**config.mk**
```make
export PLATFORM = sky130hd
export DESIGN_NAME = preempt_controller
export DESIGN_NICKNAME = d
export VERILOG_FILES = /design/src/rtl/traffic_pkg.sv /design/src/rtl/tick_counter.sv /design/src/rtl/preempt_controller.sv
export SDC_FILE = /design/constraint.sdc
export NUM_CORES = 1
export LEC_CHECK = 0
export ABC_CLOCK_PERIOD_IN_PS = 4500
export CAP_MARGIN = 20
export CORE_AREA = 2 2 62 64
export DETAILED_ROUTE_END_ITERATION = 8
export DIE_AREA = 0 0 64 66
export PLACE_DENSITY = 0.63
export SKIP_LAST_GASP = 1
export SYNTH_ARGS = -nofsm -noshare
export SYNTH_HDL_FRONTEND = slang
export SYNTH_SLANG_ARGS = --single-unit
```
**constraint.sdc**
```tcl
create_clock -name clk_i -period 4.5 [get_ports clk_i]
set_input_delay 0.675 -clock clk_i [delete_from_list [all_inputs] [get_ports clk_i]]
set_output_delay 0.675 -clock clk_i [all_outputs]
set_load 0.01 [all_outputs]
```
**src/rtl/traffic_pkg.sv**
```systemverilog
// traffic_pkg: shared states, light bit indices and patterns for the intersection controller.
//   Light vector ordering is {Rm,Ym,Gm,Rs,Ys,Gs,W}; approach 0 = main, 1 = side.
package traffic_pkg;

    typedef enum logic [2:0] {PASS, CLEAR, ALLRED, SERVE, RECOVER} state_e;

    localparam int RM = 6;
    localparam int YM = 5;
    localparam int GM = 4;
    localparam int RS = 3;
    localparam int YS = 2;
    localparam int GS = 1;
    localparam int W  = 0;

    localparam logic [6:0] ALL_RED = 7'b1001000;

    // One approach green (or yellow), the other approach red, walk off.
    function automatic logic [6:0] show(input logic side, input logic yellow);
        logic [6:0] l;
        l = '0;
        l[side ? RM : RS] = 1'b1;
        l[side ? (yellow ? YS : GS) : (yellow ? YM : GM)] = 1'b1;
        return l;
    endfunction

endpackage

```
**src/rtl/tick_counter.sv**
```systemverilog
// tick_counter: saturating down-counter of enable ticks with a zero flag.
//   clk_i, rst_ni    : clock, asynchronous active-low reset
//   load_i           : load load_value_i (wins over enable_i)
//   load_value_i     : value loaded on state entry
//   enable_i         : one-cycle tick; decrements while non-zero
//   zero_o           : counter reads 0
module tick_counter #(
    parameter int WIDTH = 4
) (
    input  logic             clk_i,
    input  logic             rst_ni,
    input  logic             load_i,
    input  logic [WIDTH-1:0] load_value_i,
    input  logic             enable_i,
    output logic             zero_o
);

    logic [WIDTH-1:0] cnt_q;

    always_ff @(posedge clk_i or negedge rst_ni) begin
        if (!rst_ni)
            cnt_q <= '0;
        else if (load_i)
            cnt_q <= load_value_i;
        else if (enable_i && cnt_q != '0)
            cnt_q <= cnt_q - WIDTH'(1);
    end

    assign zero_o = cnt_q == '0;

endmodule

```
**src/rtl/preempt_controller.sv**
```systemverilog
// preempt_controller: emergency-vehicle preemption sequencer between light FSM and LED driver.
//   clk_i, rst_ni      : clock, asynchronous active-low reset
//   enable_i           : 1 Hz tick
//   preempt_req_i[1:0] : level requests, [0]=main, [1]=side
//   lights_i[6:0]      : FSM lights {Rm,Ym,Gm,Rs,Ys,Gs,W}
//   lights_o[6:0]      : registered lights to the LED driver
//   fsm_hold_o         : freezes FSM and timer
//   grant_o[1:0]       : one-hot approach currently served green
//   preempt_active_o   : high outside PASS
module preempt_controller
    import traffic_pkg::*;
#(
    parameter int YELLOW_TICKS    = 2,
    parameter int ALLRED_TICKS    = 1,
    parameter int MIN_GREEN_TICKS = 4,
    parameter int TICK_W          = 4
) (
    input  logic       clk_i,
    input  logic       rst_ni,
    input  logic       enable_i,
    input  logic [1:0] preempt_req_i,
    input  logic [6:0] lights_i,
    output logic [6:0] lights_o,
    output logic       fsm_hold_o,
    output logic [1:0] grant_o,
    output logic       preempt_active_o
);

    state_e            state_q, state_d;
    logic              tgt_q, tgt_d, clr_q, clr_d;
    logic [1:0]        pend_q, pend_d, eff;
    logic [6:0]        lights_q, lights_d;
    logic              main_busy, side_busy, tgt_in, clr_in, zero, load;
    logic [TICK_W-1:0] load_val;

    tick_counter #(.WIDTH(TICK_W)) u_cnt (
        .clk_i       (clk_i),
        .rst_ni      (rst_ni),
        .load_i      (load),
        .load_value_i(load_val),
        .enable_i    (enable_i),
        .zero_o      (zero)
    );

    always_comb begin
        eff       = pend_q | preempt_req_i;
        tgt_in    = ~eff[0];
        main_busy = lights_i[YM] | lights_i[GM];
        side_busy = lights_i[YS] | lights_i[GS];
        // Main is snapshotted as the clearing approach whenever it shows G or Y.
        clr_in    = ~main_busy;
        state_d   = state_q;
        tgt_d     = tgt_q;
        clr_d     = clr_q;
        case (state_q)
            PASS: if (|eff) begin
                tgt_d   = tgt_in;
                clr_d   = clr_in;
                state_d = lights_i[tgt_in ? GS : GM] ? SERVE :
                          ((main_busy | side_busy) && clr_in != tgt_in) ? CLEAR : ALLRED;
            end
            CLEAR:   if (zero) state_d = ALLRED;
            ALLRED:  if (zero) state_d = SERVE;
            SERVE: if (zero && !preempt_req_i[tgt_q]) begin
                // Hand over straight to the other pending approach without passing through PASS.
                if (eff[~tgt_q]) begin
                    state_d = CLEAR;
                    clr_d   = tgt_q;
                    tgt_d   = ~tgt_q;
                end else begin
                    state_d = RECOVER;
                end
            end
            RECOVER: if (zero) state_d = PASS;
            default: state_d = PASS;
        endcase
        // Pending clears on SERVE entry and the served approach cannot re-pend while served.
        pend_d = pend_q | preempt_req_i;
        if (state_d == SERVE) pend_d[tgt_d] = 1'b0;
        lights_d = state_d == PASS  ? lights_i :
                   state_d == CLEAR ? show(clr_d, 1'b1) :
                   state_d == SERVE ? show(tgt_d, 1'b0) : ALL_RED;
        load     = state_d != state_q;
        load_val = state_d == CLEAR ? TICK_W'(YELLOW_TICKS) :
                   state_d == SERVE ? TICK_W'(MIN_GREEN_TICKS) :
                   state_d == PASS  ? '0 : TICK_W'(ALLRED_TICKS);
    end

    always_ff @(posedge clk_i or negedge rst_ni) begin
        if (!rst_ni) begin
            state_q  <= PASS;
            tgt_q    <= 1'b0;
            clr_q    <= 1'b0;
            pend_q   <= '0;
            lights_q <= ALL_RED;
        end else begin
            state_q  <= state_d;
            tgt_q    <= tgt_d;
            clr_q    <= clr_d;
            pend_q   <= pend_d;
            lights_q <= lights_d;
        end
    end

    assign lights_o         = lights_q;
    assign fsm_hold_o       = state_q != PASS;
    assign preempt_active_o = state_q != PASS;
    assign grant_o          = state_q == SERVE ? {tgt_q, ~tgt_q} : 2'b00;

endmodule
```
# Word level (Yosys, flattened, before mapping)

Cells that the tools add are included.

Reduce and logical (&&, ||, !) cells: 16
$add $sub $neg: 1
Multiplexer cells: 49
$lt $le $gt $ge: 13
Bitwise gates (word level): 11
Equal/unequal tests: 8

Operators by type and width:

| cell                                                                                 | number |
|---|---|
| 3-bit 2-to-1 mux                                                                     | 13 |
| 7-bit 2-to-1 mux                                                                     | 3 |
| 3-bit by 4-bit < comparator with 1-bit output (second input constant)                | 5 |
| 1-bit 2-to-1 mux                                                                     | 18 |
| 3-bit case mux with 5 select lines                                                   | 1 |
| 7-bit OR                                                                             | 2 |
| 1-bit demux with 3-bit select                                                        | 4 |
| 3-bit by 1-bit greater-or-equal comparator with 1-bit output (second input constant) | 4 |
| 3-bit by 2-bit equality test with 1-bit output (second input constant)               | 3 |
| 1-bit logical AND                                                                    | 8 |
| 2-bit 2-to-1 mux                                                                     | 4 |
| 4-bit 2-to-1 mux                                                                     | 2 |
| 3-bit by 1-bit equality test with 1-bit output (second input constant)               | 2 |
| 3-bit logical NOT                                                                    | 2 |
| 1-bit by 2-bit < comparator with 1-bit output (second input constant)                | 3 |
| 4-bit logical NOT                                                                    | 1 |
| 1-bit case mux with 2 select lines                                                   | 2 |
| 4-bit nonzero test                                                                   | 1 |
| 4-bit by 1-bit subtractor with 4-bit output (second input constant)                  | 1 |
| 1-bit binary-select mux with 3-bit select                                            | 1 |
| 3-bit equality test (second input constant)                                          | 1 |
| 3-bit != test                                                                        | 1 |
| 1-bit NOT                                                                            | 3 |
| 1-bit OR                                                                             | 3 |
| other kinds (10)                                                                     | 10 |

Word-level logic and storage cells: 104
Bits of input ports: 12
Register bits after elaboration: 18
Output and inout bits: 11

# Logic depth before layout (Yosys ltp)

Gate-level depths: netlist of the first run.

Word-level depth: 15
Gate-level depth with buffers: 9
Mapped depth without buffers: 9

# Cells and area by module

A second synthesis of the first run with hierarchy kept.

Cells, all modules: 128
Area total of the unflattened synthesis: 1188.6 um^2

By module, submodules not included:

| module             | cells each | instances | area each (um^2) | seq. area each (um^2) |
|---|---|---|---|---|
| preempt_controller | 101        | 1         | 918.4            | 352.8 |
| tick_counter       | 27         | 1         | 270.3            | 100.1 |

# Worst setup path before layout of the first run

Ideal clock, no wire load.

Kind: input to register
Start: input preempt_req_i[1]
End: register u_cnt.cnt_q[1]
Arrival: 1.992 ns
Path slack: 2.383 ns
Buffers on the path: 0
Data required time: 4.375 ns
Setup time: 0.125 ns
Stages: 6
Path through: or2_1 o311ai_1 a21oi_2 o32a_1 nor2_2 mux2_2

Word-level cells in the longest chain between the ends: 9
Elaborated cells between the ends (all ways): 17
Those cells by class: eq/ne: 2; mux: 10; bitwise: 1; reduce/logical: 4

RTL lines:

| item                                                                        | line                                               | RTL |
|---|---|---|
| start, declared                                                             | preempt_controller.sv:21                           | `input logic [1:0] preempt_req_i,` |
| 2-bit OR or 1-bit 2-to-1 mux (tied branches)                                | preempt_controller.sv:46, preempt_controller.sv:64 |  |
| 1-bit 2-to-1 mux, on equally long branches                                  | preempt_controller.sv:66, preempt_controller.sv:64 |  |
| 1-bit 2-to-1 mux (implied by the code) or 1-bit logical NOT (tied branches) | preempt_controller.sv:66, preempt_controller.sv:64 |  |
| 3-bit 2-to-1 mux or 1-bit logical AND (tied branches)                       | preempt_controller.sv:66, preempt_controller.sv:64 |  |
| 3-bit 2-to-1 mux                                                            | preempt_controller.sv:64                           | `SERVE: if (zero && !preempt_req_i[tgt_q]) begin` |
| 3-bit case mux with 5 select lines (*)                                      | preempt_controller.sv:55                           | `case (state_q)` |
| 3-bit by 1-bit equality test with 1-bit output                              | preempt_controller.sv:84                           | `load_val = state_d == CLEAR ? TICK_W'(YELLOW_TICKS) :` |
| 3-bit 2-to-1 mux                                                            | preempt_controller.sv:84                           |  |
| 4-bit 2-to-1 mux                                                            | tick_counter.sv:23                                 | `else if (load_i)` |
| end signal, assigned                                                        | tick_counter.sv:24                                 | `cnt_q <= load_value_i;` |
| end signal, assigned                                                        | tick_counter.sv:26                                 | `cnt_q <= cnt_q - WIDTH'(1);` |
| end, declared                                                               | tick_counter.sv:18                                 | `logic [WIDTH-1:0] cnt_q;` |

Mark *: on every way between the ends. The rest lies on a longest branch, timed or not. The select of a mux whose other input is x is not followed.
A chain may end at the register's enable or synchronous reset.

# Worst setup path after layout of the first run

Start: input preempt_req_i[0]
End: register lights_q[6], in the netlist lights_o[6]

Word-level cells in the longest chain between the ends: 15
Elaborated cells between the ends (all ways): 61
Those cells by class: order compare: 8; eq/ne: 3; mux: 37; bitwise: 4; reduce/logical: 9

RTL lines:

| item                                                                                        | line                                               | RTL |
|---|---|---|
| 2-bit OR or 1-bit 2-to-1 mux (tied branches)                                                | preempt_controller.sv:46, preempt_controller.sv:64 |  |
| 1-bit 2-to-1 mux, on equally long branches                                                  | preempt_controller.sv:66, preempt_controller.sv:64 |  |
| 1-bit 2-to-1 mux (implied by the code) or 1-bit logical NOT (tied branches)                 | preempt_controller.sv:66, preempt_controller.sv:64 |  |
| 1-bit 2-to-1 mux or 1-bit logical AND (tied branches)                                       | preempt_controller.sv:66, preempt_controller.sv:64 |  |
| 1-bit 2-to-1 mux                                                                            | preempt_controller.sv:64                           |  |
| 1-bit case mux with 2 select lines (*)                                                      | preempt_controller.sv:55                           |  |
| net tgt_d                                                                                   | preempt_controller.sv:30                           | `logic tgt_q, tgt_d, clr_q, clr_d;` |
| 3-bit 2-to-1 mux, on equally long branches                                                  | traffic_pkg.sv:21, traffic_pkg.sv:22               |  |
| 3-bit by 4-bit < comparator with 1-bit output (implied by the code) (tied with other cells) | traffic_pkg.sv:21                                  | `l[side ? RM : RS] = 1'b1;` |
| 1-bit logical AND, on equally long branches                                                 | traffic_pkg.sv:21, traffic_pkg.sv:22               |  |
| 1-bit 2-to-1 mux, on equally long branches                                                  | traffic_pkg.sv:21, traffic_pkg.sv:22               |  |
| 1-bit demux with 3-bit select, on equally long branches                                     | traffic_pkg.sv:21, traffic_pkg.sv:22               |  |
| 7-bit OR (no source line) (*)                                                               | --                                                 |  |
| 7-bit 2-to-1 mux (*)                                                                        | preempt_controller.sv:82                           | `state_d == SERVE ? show(tgt_d, 1'b0) : ALL_RED;` |
| 7-bit 2-to-1 mux (*)                                                                        | preempt_controller.sv:81                           | `state_d == CLEAR ? show(clr_d, 1'b1) :` |
| 7-bit 2-to-1 mux (*)                                                                        | preempt_controller.sv:80                           | `lights_d = state_d == PASS ? lights_i :` |
| net lights_d[6]                                                                             | preempt_controller.sv:32                           | `logic [6:0] lights_q, lights_d;` |
| end signal, assigned                                                                        | preempt_controller.sv:101                          | `lights_q <= lights_d;` |
| end, declared                                                                               | preempt_controller.sv:32                           |  |

Mark *: on every way through the listed nets, which the timed path passes. The rest lies on a longest branch. The select of a mux whose other input is x is not followed.

==> metrics.txt, run 1 <==
pin slew with the least headroom to its limit=0.789 ns; Mean Syn Cell Area=about 10 um2; Crit Path Max Fanout=7; total global-route track usage=0.140; CTS Hold Bufs=0; Overflow after GRT=0; Post-CTS Setup Repair Bufs=0; IO Count=23; Yosys reg bits=18; CP required=4.73 ns; status=completed; max_cap viols=0; IO Port Bufs=22; Final setup viols=0; vias in the first global route=roughly 980; critical path launch point type=input pin; number of flops mapped to enable cells by yosys=0; register area=around 450 um2; Starting Density=0.342; drt pass-1 iters=4; Clock Skew=0.00197 ns; slew margin rel.=0.472; Die ar.=4220 um2; Power Total=0.00101 W; Ant. Diodes=0; Core Region=about 3600 um2; VDD IR max=0.192 mV; Cell Rows=22; clk slew on worst S/H paths=0.10 ns; Detailed Place HPWL=2.12 mm; CTS sink cnt=18; drc violations=0; post-synthesis sequential area ratio=0.373; chip width=64 um; CTS tree=yes; first-pass GRT wire length=4.56 mm; Hold Crit Class=reg -> reg; largest net degree at the start of global routing=19; standby leakage power=approximately 0.60 nW; Hold Vio Cnt, Final=0; WS Path Type=in -> reg; CTS Root Cell=clkbuf_4; Critical Path AT=2.78 ns; area of the multi-input gates=674 um2; setup tns final=0 ns; Tcrit/Tclk final=0.567; clk buf depth=2; htree depth=1; Netlist Area Pre-Place=1210 um2; Iter 0 DRT Violations=58; final WL=roughly 2.7 mm; fraction of layout cells with a size suffix above 1=0.184; cts bufs inserted=3; min Tclk post-route=2.55 ns; syn_nets=between 100 and 150; antenna violations before repair=0; Via density=5.22; via count=986; YS warnings=0; Chip Height=66 um; PwrDens=between 600 and 700 nW/um2; r2r setup slk=2.12 ns; CP endpoint kind=register; number of nets in the layout=155; Post-CTS Resized=0; Clk Latency, worst-skew pair=0.30 ns; DRT antenna net count=0; count of pins over their slew limit=0; unrepaired setup endpoints after global routing=false; gp weighted congestion=0.797; drt wl/cell=between 10 and 15 um; Fill cells=344; post-synthesis cell type count=54; asr flop ratio synth=1.00; achievable frequency=392 MHz; Main synth FF type=dfrtp_1; Area Growth Syn to Fin=21.4%; Gate Count Post-Synth=121
==> cells in the final DEF (no fill, tap or decap), types with 2 or more instances in the layout <==
| cell | netlist | layout |
|---|---|---|
| o21ai_0 | 3 | 3 |
| clkbuf_4 | 0 | 3 |
| nor2_2 | 3 | 3 |
| and2_1 | 3 | 3 |
| nor2_1 | 10 | 10 |
| clkdlybuf4s50_1 | 0 | 22 |
| a21boi_0 | 2 | 2 |
| inv_1 | 4 | 4 |
| a31oi_1 | 2 | 2 |
| mux2_2 | 3 | 3 |
| a21oi_1 | 3 | 3 |
| nand3_1 | 3 | 3 |
| nand2_1 | 5 | 5 |
| dfstp_2 | 2 | 2 |
| a21oi_2 | 2 | 2 |
| o22ai_1 | 2 | 2 |
| nor3_1 | 12 | 12 |
| mux2i_1 | 3 | 3 |
| xor2_1 | 2 | 2 |
| dfrtp_1 | 16 | 16 |
| nor3b_2 | 2 | 2 |
==> flip-flops by register name (all words and copies together) (netlist names) <==
name         cells
clr_q            1
tgt_q            1
u_cnt.cnt_q      4
lights_o         7
state_q          3
pend_q           2
==> cell usage after synthesis (all sizes together) (3+ instances only) <==
master   n  share of area
a21oi    5          0.027
nor2    14          0.056
mux2     3          0.028
mux2i    4          0.036
dfrtp   16           0.33
nor3    13          0.063
nor3b    3          0.027
nand2    5          0.015
buf      6          0.046
inv      4          0.012
nand3    3          0.012
o21ai    3          0.012
and2     3          0.015
==> metrics by stage <==
stage	hold WS (ns)	setup WS, ns	cells	utilization	area, um2
final	0.645	1.95	189	0.415	1480
after global routing	0.696	1.85	189	0.415	1480
after CTS	0.653	1.98	189	0.415	1480
after detailed placement	0.632	1.65	185	0.405	1440
after global placement	0.628	1.72	185	0.405	1440
after floorplan	0.379	2.38	121	-	1210
==> routing by layer <==
metal | vias up | wire [um] | global-route usage
li1 | 488 | - | -
met1 | 475 | 1250 | 0.172
met2 | 18 | 1270 | 0.233
met3 | 5 | 98 | 0.0239
met4 | 0 | 57 | 0.0761
met5 | - | 0 | 0
==> area by class of cell <==
type                            instances  share of cell area
Multi-Input combinational cell         92               0.457
Inverter                                5              0.0212
Sequential cell                        18               0.307
Tap cell                               48              0.0407
Timing Repair Buffer                   22               0.149
Clock buffer                            4              0.0246
==> logic make-up after synthesis <==
logic type / Yosys count / synth area share
and+or+nand+nor: 49 / 0.238
DFF: 18 / 0.373
adders and majority gates: 1 / 0.0103
xor gates and xnor gates: 3 / 0.0216
muxes: 7 / 0.0638
buffers and inverters: 11 / 0.0721
AOI/OAI and AO/OA: 32 / 0.221
==> report_power, final <==
| part | total (W) | internal, W | switching (W) |
|---|---|---|---|
| clock | 0.000100 | 0.0000494 | 0.0000508 |
| combinational | 0.000607 | 0.000294 | 0.000313 |
| sequential | 0.000304 | 0.000237 | 0.0000665 |
==> worst paths after layout <==
| path | from | end | cells past startpoint |
|---|---|---|---|
| max in group asynchronous | rst_ni | u_cnt.cnt_q[3]$_DFFE_PN0P_ | 1 |
| worst max register to register | u_cnt.cnt_q[0]$_DFFE_PN0P_ | lights_o[6]$_DFF_PN1_ | 8 |
| worst min register to register | u_cnt.cnt_q[3]$_DFFE_PN0P_ | u_cnt.cnt_q[3]$_DFFE_PN0P_ | 2 |
| worst min-delay path | u_cnt.cnt_q[3]$_DFFE_PN0P_ | u_cnt.cnt_q[3]$_DFFE_PN0P_ | 2 |
| worst max-delay path | preempt_req_i[0] | lights_o[6]$_DFF_PN1_ | 7 |
| min in group asynchronous | rst_ni | lights_o[0]$_DFF_PN0_ | 1 |
==> worst max-delay path, cell delays in order <==
cell,delay (ns)
clkdlybuf4s50_1,0.55
mux2i_2,0.29
nand3_1,0.15
a2bb2oi_1,0.16
o21ai_0,0.58
nor3b_2,0.14
nor3_1,0.22
Power figures use the tool's default switching activity.
==> inputs of run 2 (changes only) <==
Settings changed: ABC_CLOCK_PERIOD_IN_PS 4500 to 2400.
Clock period 4.5 ns to 2.4 ns, I/O delays scaled along.
==> metrics.txt, run 2 (synthesis results as in run 1) <==
Detailed Place HPWL=2.17 mm (+2.5%); number of nets in the layout=162 (+4.5%); Post-CTS Setup Repair Bufs=0 (unchanged); total global-route track usage=0.144 (+0.00376); max_cap viols=0 (unchanged); Core Region=3550 um2 (unchanged); GR peak layer=met2; DRT antenna net count=0 (unchanged); utilization after layout=0.432 (+0.0166); PwrDens=1300 nW/um2 (+89%); Fill cells=355 (+3.2%); FF-to-FF Start=u_cnt.cnt_q[0]$_DFFE_PN0P_; drt wl/cell=14.1 um (-0.30%); first-pass GRT wire length=4.72 mm (+3.5%); Reg2Reg Depth=8 (unchanged); drc violations=0 (unchanged); Starting Density=0.342 (unchanged); achievable frequency=459 MHz; setup tns final=0 ns (unchanged); Cell Rows=22 (unchanged); drt pass-1 iters=4 (unchanged); Overflow after GRT=0 (unchanged); clk slew on worst S/H paths=0.11 ns (about the same); Clock Skew=0.00795 ns (+0.00598 ns); gp weighted congestion=0.793 (-0.55%); Hold Crit Class=in -> async; IO Count=23 (unchanged); Final setup viols=0 (unchanged); vias in the first global route=1027 (+5.1%); cts bufs inserted=3 (unchanged); Chip Height=66 um (unchanged); CP required=2.04 ns (-2.69 ns); CTS Root Cell=clkbuf_4; Clk Latency, worst-skew pair=0.30 ns (about the same); count of pins over their slew limit=0 (unchanged); CP endpoint kind=primary output; antenna violations before repair=0 (unchanged); status=completed; CTS sink cnt=18 (unchanged); via count=1028 (+4.3%); Hold Vio Cnt, Final=0 (unchanged); critical path launch point type=register; htree depth=1 (unchanged); Post-Place Cell Area=1490 um2 (+3.7%); Ant. Diodes=0 (unchanged); final WL=2.77 mm (+3.4%); slew margin rel.=0.458 (-0.0145); Die ar.=4220 um2 (unchanged); pin slew with the least headroom to its limit=0.811 ns (+0.0216 ns); met3 usage=0.0102 (-0.0136); WS Path Type=reg -> out; Power Total=0.00199 W (+97%); global-route track usage on met2=0.236 (+0.00260); chip width=64 um (unchanged); Via density=5.24 (+0.54%); placed insts=192 (+3.8%); min Tclk post-route=~2.2 ns; most frequent cells in the layout=clkdlybuf4s50_1 (22), dfrtp_1 (16), nor3_1 (12); IO Port Bufs=22 (unchanged); unrepaired setup endpoints after global routing=false; most common cell after layout, fill and taps aside=clkdlybuf4s50_1; Critical Path AT=1.82 ns (-0.96 ns); Layout Cells excl Fill=196 (+3.7%); M1 GR Usage=0.180 (+0.00781); clk buf depth=2 (unchanged); CTS tree=yes; r2r setup slk=0.22 ns (-1.90 ns); standby leakage power=0.632 nW (+5.8%); Area Growth Syn to Fin=26.3%; VDD IR max=0.550 mV (+190%); Crit Path Max Fanout=9 (+2); largest net degree at the start of global routing=19 (unchanged); Tcrit/Tclk final=0.908; final instance area=1530 um2 (+4.0%); Iter 0 DRT Violations=78 (+34%); R2R Path End=lights_o[3]$_DFF_PN1_; fraction of layout cells with a size suffix above 1=0.223 (+0.0386); Largest register FFs=7 (unchanged)
[run 2: cell count changes in the layout (fill, tap and decap cells not counted)]
| cell | delta |
|---|---|
| nor3b_4 | +1 |
| buf_4 | +7 |
| nor3b_2 | -1 |
[run 2: worst max path at each step]
stage                                       to                  startpoint
floorplan                lights_o[3]$_DFF_PN1_  u_cnt.cnt_q[0]$_DFFE_PN0P_
finish                              grant_o[1]        state_q[0]$_DFF_PN0_
CTS                      lights_o[3]$_DFF_PN1_  u_cnt.cnt_q[0]$_DFFE_PN0P_
global route             lights_o[3]$_DFF_PN1_  u_cnt.cnt_q[0]$_DFFE_PN0P_
global placement    u_cnt.cnt_q[1]$_DFFE_PN0P_            preempt_req_i[0]
detailed placement  u_cnt.cnt_q[1]$_DFFE_PN0P_            preempt_req_i[0]
[run 2: area by class of cell]
cell class | count | area [um2] | area share
timing repair buffer | 29 | 273 | 0.178
tap | 48 | 60.1 | 0.0392
multi-input combinational | 92 | 681 | 0.444
sequential | 18 | 453 | 0.295
inverter | 5 | 31.3 | 0.0204
clock buffer | 4 | 36.3 | 0.0237
[run 2: layer usage]
| layer | share of wire | wire [um] | vias to the layer above |
|---|---|---|---|
| met1 | 0.46 | 1270 | 494 |
| li1 | - | - | 500 |
| met3 | 0.037 | 103 | 7 |
| met5 | 0 | 0 | - |
| met2 | 0.47 | 1310 | 27 |
| met4 | 0.033 | 91 | 0 |
[run 2: critical path, stage by stage (launching register included)]
cell,delay (ns)
dfrtp_1,0.55
and3b_1,0.30
and2_1,0.15
clkdlybuf4s50_1,0.52
[run 2: what timing repair did]
| action | CTS | global route |
|---|---|---|
| endpoints found under the setup margin | 0 | 1 |
| resized for setup | 0 | 1 |
| hold buffers | 0 | 0 |
[run 2: metrics by stage]
stage	hold slack (ns)	setup slack [ns]
floorplan	0.0644	0.321
global placement	0.632	0.0744
detailed placement	0.634	0.00449
CTS	0.539	0.139
global route	0.587	0.0690
finish	0.511	0.220
[run 2: power by group]
group	switching (W)	leakage [nW]	total (W)	internal, W
clock	0.0000982	0.0210	0.000191	0.0000927
sequential	0.000130	0.219	0.000574	0.000445
combinational	0.000596	0.392	0.00122	0.000628
==> variant 1: new RTL, flow settings as in run 2 <==
The package constant `GM` goes from 4 to 5.
--- a/src/rtl/traffic_pkg.sv
+++ b/src/rtl/traffic_pkg.sv
@@ -6,7 +6,7 @@
 
     localparam int RM = 6;
     localparam int YM = 5;
-    localparam int GM = 4;
+    localparam int GM = 5;
     localparam int RS = 3;
     localparam int YS = 2;
     localparam int GS = 1;
Function: changed (a bounded check fails within 4 cycles, from zero or initial values and one cycle with rst_ni low).
==> variant 1 against run 2 <==
  * Synthesized area is 0.72% lower
  * Clock skew is 0.0033 ns lower
  * Wire length is 8.4% lower
  * Worst setup slack worse by 0.027 ns
  * First-iteration DRC count is 62% lower
  * Critical path depth is 4 higher
  * Power is 0.56% higher
  * Worst hold slack better by 0.0065 ns
  * Final cell count is 3.1% lower
  * Fmax is 1.2% lower
  * Final area is 2.0% lower
  * Sequential cell count stayed put
  * Global-route usage is 1.3 points lower
==> variant 1: results (changes against run 2) <==
stage,metric,value,unit,change
min_path,min_path_type,input port to async pin,,
layout,filler_cell_count,344,,-3.1%
critical_path,regToRegEndpoint,lights_o[3]$_DFF_PN1_,,
drt,top_layer_in_use,met4,,
synth,synth_sequential_area_ratio,0.376,,+0.00271
placement,hpwlAfterDp,2.00,mm,-7.9%
clock_network,cts_root_buffer,clkbuf_4,,
placement,gp_routability_congestion,0.783,,-1.2%
layout,layout-drive-gt1-share,0.211,,-0.0117
layout,largest_register_ffs,7,,unchanged
drt,detail_route.wl_per_cell,13.4,microns,-5.5%
grt,grt_first_pass_wirelength,4.41,mm,-6.6%
outcome,run_status,finished clean,,
drt,dr.pass1.iters,4,,unchanged
synth,ys_dominant_reg_cell,dfrtp_1,,
layout,number_of_antenna_diodes,0,,unchanged
grt,vias_in_the_first_global_route,1007,,-1.9%
synth,syn-num-nets,131,,-2.2%
drt,routed-wl-met2,1.24,mm,-5.0%
synth,netlist-cell-type-count,54,,unchanged
drt,viasPerCell,5.12,,-2.4%
critical_path,worst_setup_path_start_kind,flop,,
critical_path,worst-r2r-setup-slack,0.19,ns,-0.03 ns
synth,ys.warnings.count,0,,unchanged
critical_path,critical_path.slowest_cell,or3b_1,,
critical_path,reg2reg_depth,7,,-1
clock_network,tritoncts.num_buffers,3,,unchanged
clock_network,cts_buffer_depth,2,,unchanged
drt,initialDrtViolationCount,30,,-62%
critical_path,critPathArrivalTime,2.43,ns,+0.61 ns
sta,finClkSkew,0.00470,ns,-0.00325 ns
layout,area_growth_syn_to_layout,24.6,%,
grt,grt.total_usage,0.131,,-0.0129
synth,synth.cells.most_frequent,"16 x dfrtp_1, 13 x nor2_1",,
synth,synth.area.top_cells,"dfrtp_1 33%, dfstp_2 4.4%, mux2i_1 4.1%",,
critical_path,cpPeakStageDelay,0.46,ns,-0.09 ns
grt,antenna_found_initial,0,,unchanged
clock_network,clock_edge_transition_at_the_registers_on_the_reported_setup_and_hold_paths,0.09,ns,-0.02 ns
sta,fin_setup_tns,0,ns,unchanged
clock_network,cts.repair_timing.setup_buffer_count,0,,unchanged
sta,slew_headroom,0.483,,+0.0253
grt,grt_max_degree,19,,unchanged
clock_network,htreeDepth,1,,unchanged
synth,ys_async_sr_fraction,1.00,,unchanged
pwr,irDropWorstVdd,0.000551,V,+0.27%
layout,layout.nets,157,,-3.1%
clock_network,cts_repair_resize_count,0,,unchanged
critical_path,crit_path_max_fanout,5,,-4
critical_path,crit_family,simple AND/OR/NAND/NOR gates,,
pwr,p_leak,0.636,nW,+0.69%
sta,timing.hold.ws,0.518,ns,+0.00650 ns
placement,portBuffers,22,,unchanged
critical_path,timing.rr.start,u_cnt.cnt_q[0]$_DFFE_PN0P_,,
drt,detail_route.wirelength.met1,1.17,mm,-7.6%
drt,wl_met3,91,microns,-12%
## variant 1: changes by cell type after synthesis, sizes merged, moves of 2 or more
| cell | run 2 | this run |
|---|---|---|
| a21boi | 2 | 0 |
| buf | 6 | 9 |
| and2 | 3 | 5 |
| nand3b | 1 | 3 |
| nor4 | 0 | 3 |
| or2 | 2 | 0 |
| a31oi | 2 | 0 |
| or3 | 0 | 3 |
| a32o | 2 | 0 |
| nor3 | 13 | 1 |
| o21ai | 3 | 5 |
| o21ba | 2 | 0 |
## variant 1: per-layer routing
metal,GRT usage,up-vias
li1,-,478
met5,0,-
met3,0.0187,4
met4,0.0489,0
met1,0.162,468
met2,0.229,23
## variant 1: cell type report
cell class	count	share of cell area
multi-input cells	87	0.445
clock buffers	3	0.0150
well taps	48	0.0400
inverters	4	0.0117
repair buffers	30	0.187
flip-flops and latches	18	0.301
## variant 1: through the flow
step	util	cells	instance area, sq um	total power [mW]	setup WS, ns
5_1_grt	0.423	190	1500	2.17	0.0674
3_3_place_gp	0.417	187	1480	1.83	0.0463
4_1_cts	0.423	190	1500	2.02	0.193
6_report	0.423	190	1500	2.00	0.193
2_1_floorplan	-	118	1210	1.46	0.328
3_5_place_dp	0.417	187	1480	1.86	0.0538
## variant 1: worst max path at each step
stage / to / cells after the start
3_3_place_gp: u_cnt.cnt_q[1]$_DFFE_PN0P_ / 7
6_report: lights_o[3]$_DFF_PN1_ / 7
3_5_place_dp: u_cnt.cnt_q[1]$_DFFE_PN0P_ / 7
4_1_cts: fsm_hold_o / 2
2_1_floorplan: lights_o[5]$_DFF_PN0_ / 8
5_1_grt: lights_o[3]$_DFF_PN1_ / 7
## variant 1: cells by family (layout without fill, tap and decap cells)
kind of cell	Yosys count	in the layout	synth area share
xor gates and xnor gates	3	3	0.0218
DFF	18	18	0.376
adders and majority gates	1	1	0.0104
and+or+nand+nor	47	47	0.252
muxes	8	8	0.0757
AOI/OAI and AO/OA	28	28	0.195
buffers and inverters	13	37	0.0695
## variant 1: power breakdown
group	total, mW	internal, mW	leakage, nW	switching [mW]
logic	1.30	0.665	0.404	0.637
registers	0.555	0.443	0.218	0.112
clock network	0.143	0.0583	0.0138	0.0845
==> variant 2: new RTL, config.mk and constraints of run 2 <==
Without the edit above. The 5 states of `state_e` get a one-hot encoding in 5 bits.
--- a/src/rtl/traffic_pkg.sv
+++ b/src/rtl/traffic_pkg.sv
@@ -2,7 +2,7 @@
 //   Light vector ordering is {Rm,Ym,Gm,Rs,Ys,Gs,W}; approach 0 = main, 1 = side.
 package traffic_pkg;
 
-    typedef enum logic [2:0] {PASS, CLEAR, ALLRED, SERVE, RECOVER} state_e;
+    typedef enum logic [4:0] {PASS = 5'b00001, CLEAR = 5'b00010, ALLRED = 5'b00100, SERVE = 5'b01000, RECOVER = 5'b10000} state_e;
 
     localparam int RM = 6;
     localparam int YM = 5;
Formal check against the unedited RTL: same outputs for any inputs over 10 cycles, from zero or initial values and one cycle with rst_ni low; not proved beyond that.
==> variant 2 against run 2 <==
  * Final cell count is 20% higher
  * Synthesized area is 17% higher
  * Critical path type is now flop to flop
  * Power grew 35%
  * Synthesized cell count increased by 24%
  * Worst setup slack got worse by 0.13 ns
  * Final area grew 19%
  * Combinational power rose by 49%
  * Wire length up 28%
  * Global-route usage rose by 3.6 points
  * Sequential cell count rose by 2
==> variant 2: results (changes against run 2) <==
stage,metric,value,unit,change
pwr,p_leak,0.821,nW,+30%
synth,synth.area.top_cells,"dfrtp_1 30%, dfstp_2 5.6%, clkbuf_8 3.9%",,
sta,finClkSkew,0.00326,ns,-0.00470 ns
grt,grt_first_pass_wirelength,5.92,mm,+25%
critical_path,critical_path.slowest_cell,or4b_4,,
grt,grt.total_usage,0.179,,+0.0357
critical_path,crit_path_max_fanout,6,,-3
critical_path,worst-r2r-setup-slack,0.09,ns,-0.13 ns
pwr,irDropWorstVdd,0.000583,V,+6.0%
critical_path,regToRegEndpoint,u_cnt.cnt_q[0]$_DFFE_PN0P_,,
synth,netlist-cell-type-count,61,,+13%
grt,grt_max_degree,21,,+2
critical_path,critPathArrivalTime,2.55,ns,+0.73 ns
placement,gp_routability_congestion,0.917,,+16%
synth,synth_sequential_area_ratio,0.355,,-0.0174
critical_path,reg2reg_depth,7,,-1
drt,initialDrtViolationCount,71,,-9.0%
sta,slew_headroom,0.684,,+0.226
layout,layout.nets,201,,+24%
outcome,run_status,finished clean,,
drt,viasPerCell,5.61,,+7.0%
clock_network,cts_buffer_depth,2,,unchanged
min_path,min_path_type,input port to async pin,,
placement,hpwlAfterDp,2.71,mm,+25%
layout,filler_cell_count,329,,-7.3%
layout,layout-drive-gt1-share,0.278,,+0.0551
synth,syn-num-nets,163,,+22%
placement,pre_cts_ws,-0.0263,ns,-0.0308 ns
synth,synth.cells.most_frequent,"17 x dfrtp_1, 14 x nor2_1, 10 x inv_1, 10 x nand2_1",,
grt,vias_in_the_first_global_route,1242,,+21%
critical_path,crit_family,simple AND/OR/NAND/NOR gates,,
## variant 2: changes by cell type after synthesis, sizes merged, moves of 3 or more
cell    change
clkbuf      +5
inv         +7
nand2       +5
nor3        -5
nor4b       +3
o21ai       +8
## variant 2: final cells by class
class	instances	area [sq um]	share of cell area
Sequential cell	20	504	0.275
Clock buffer	3	22.5	0.0123
Inverter	11	41.3	0.0225
Multi-Input combinational cell	110	802	0.438
Timing Repair Buffer	42	373	0.203
Tap cell	48	60.1	0.0328
Clock inverter	1	30.0	0.0164
## variant 2: stage by stage
step	cells	instance area (sq um)
6_report	235	1830
5_1_grt	235	1830
3_3_place_gp	226	1720
4_1_cts	231	1780
2_1_floorplan	150	1420
3_5_place_dp	226	1720
## variant 2: layer usage
layer / wire, microns / global-route usage / part of all wire
met3: 205 / 0.0392 / 0.058
met2: 1730 / 0.290 / 0.49
met1: 1560 / 0.240 / 0.44
met4: 57 / 0.0516 / 0.016
met5: 0 / 0 / 0
## variant 2: cell families after synthesis
logic type / synth area share
AO/OA/AOI/OAI: 0.242
XOR/XNOR: 0.00617
adder cells (fa/ha/maj): 0.00882
buffers and inverters: 0.0952
flip-flops: 0.355
multiplexers: 0.0520
AND/OR/NAND/NOR: 0.241
## variant 2: worst register-to-register path, cell delays in order (launching register included)
cell and delay (ns):
dfrtp_1 0.42, inv_1 0.07, ha_2 0.19, or3b_4 0.43, o211a_1 0.27, a211oi_4 0.20
or4b_4 0.50, mux2i_1 0.16
## variant 2: how the worst max path moves through the flow
stage,end,slack [ns],cells past startpoint
after global routing,u_cnt.cnt_q[0]$_DFFE_PN0P_,0.005,7
final,u_cnt.cnt_q[0]$_DFFE_PN0P_,0.09,7
after detailed placement,pend_q[0]$_DFF_PN0_,-0.03,7
after global placement,lights_o[6]$_DFF_PN1_,-0.05,7
after floorplan,u_cnt.cnt_q[0]$_DFFE_PN0P_,0.22,8
after CTS,grant_o[1],0.006,5
## variant 2: where the power goes
part           switching, mW  leakage, nW  total (mW)  internal (mW)
Clock                  0.111       0.0279       0.280          0.169
Combinational          0.924        0.545        1.82          0.897
Sequential            0.0959        0.247       0.594          0.498
## variant 2: timing repair
| action | in CTS | in global routing |
|---|---|---|
| buffers inserted | 1 | 4 |
| resized for setup | 4 | 6 |
| pin swaps | 0 | 2 |
| endpoints found under the setup margin | 3 | 7 |
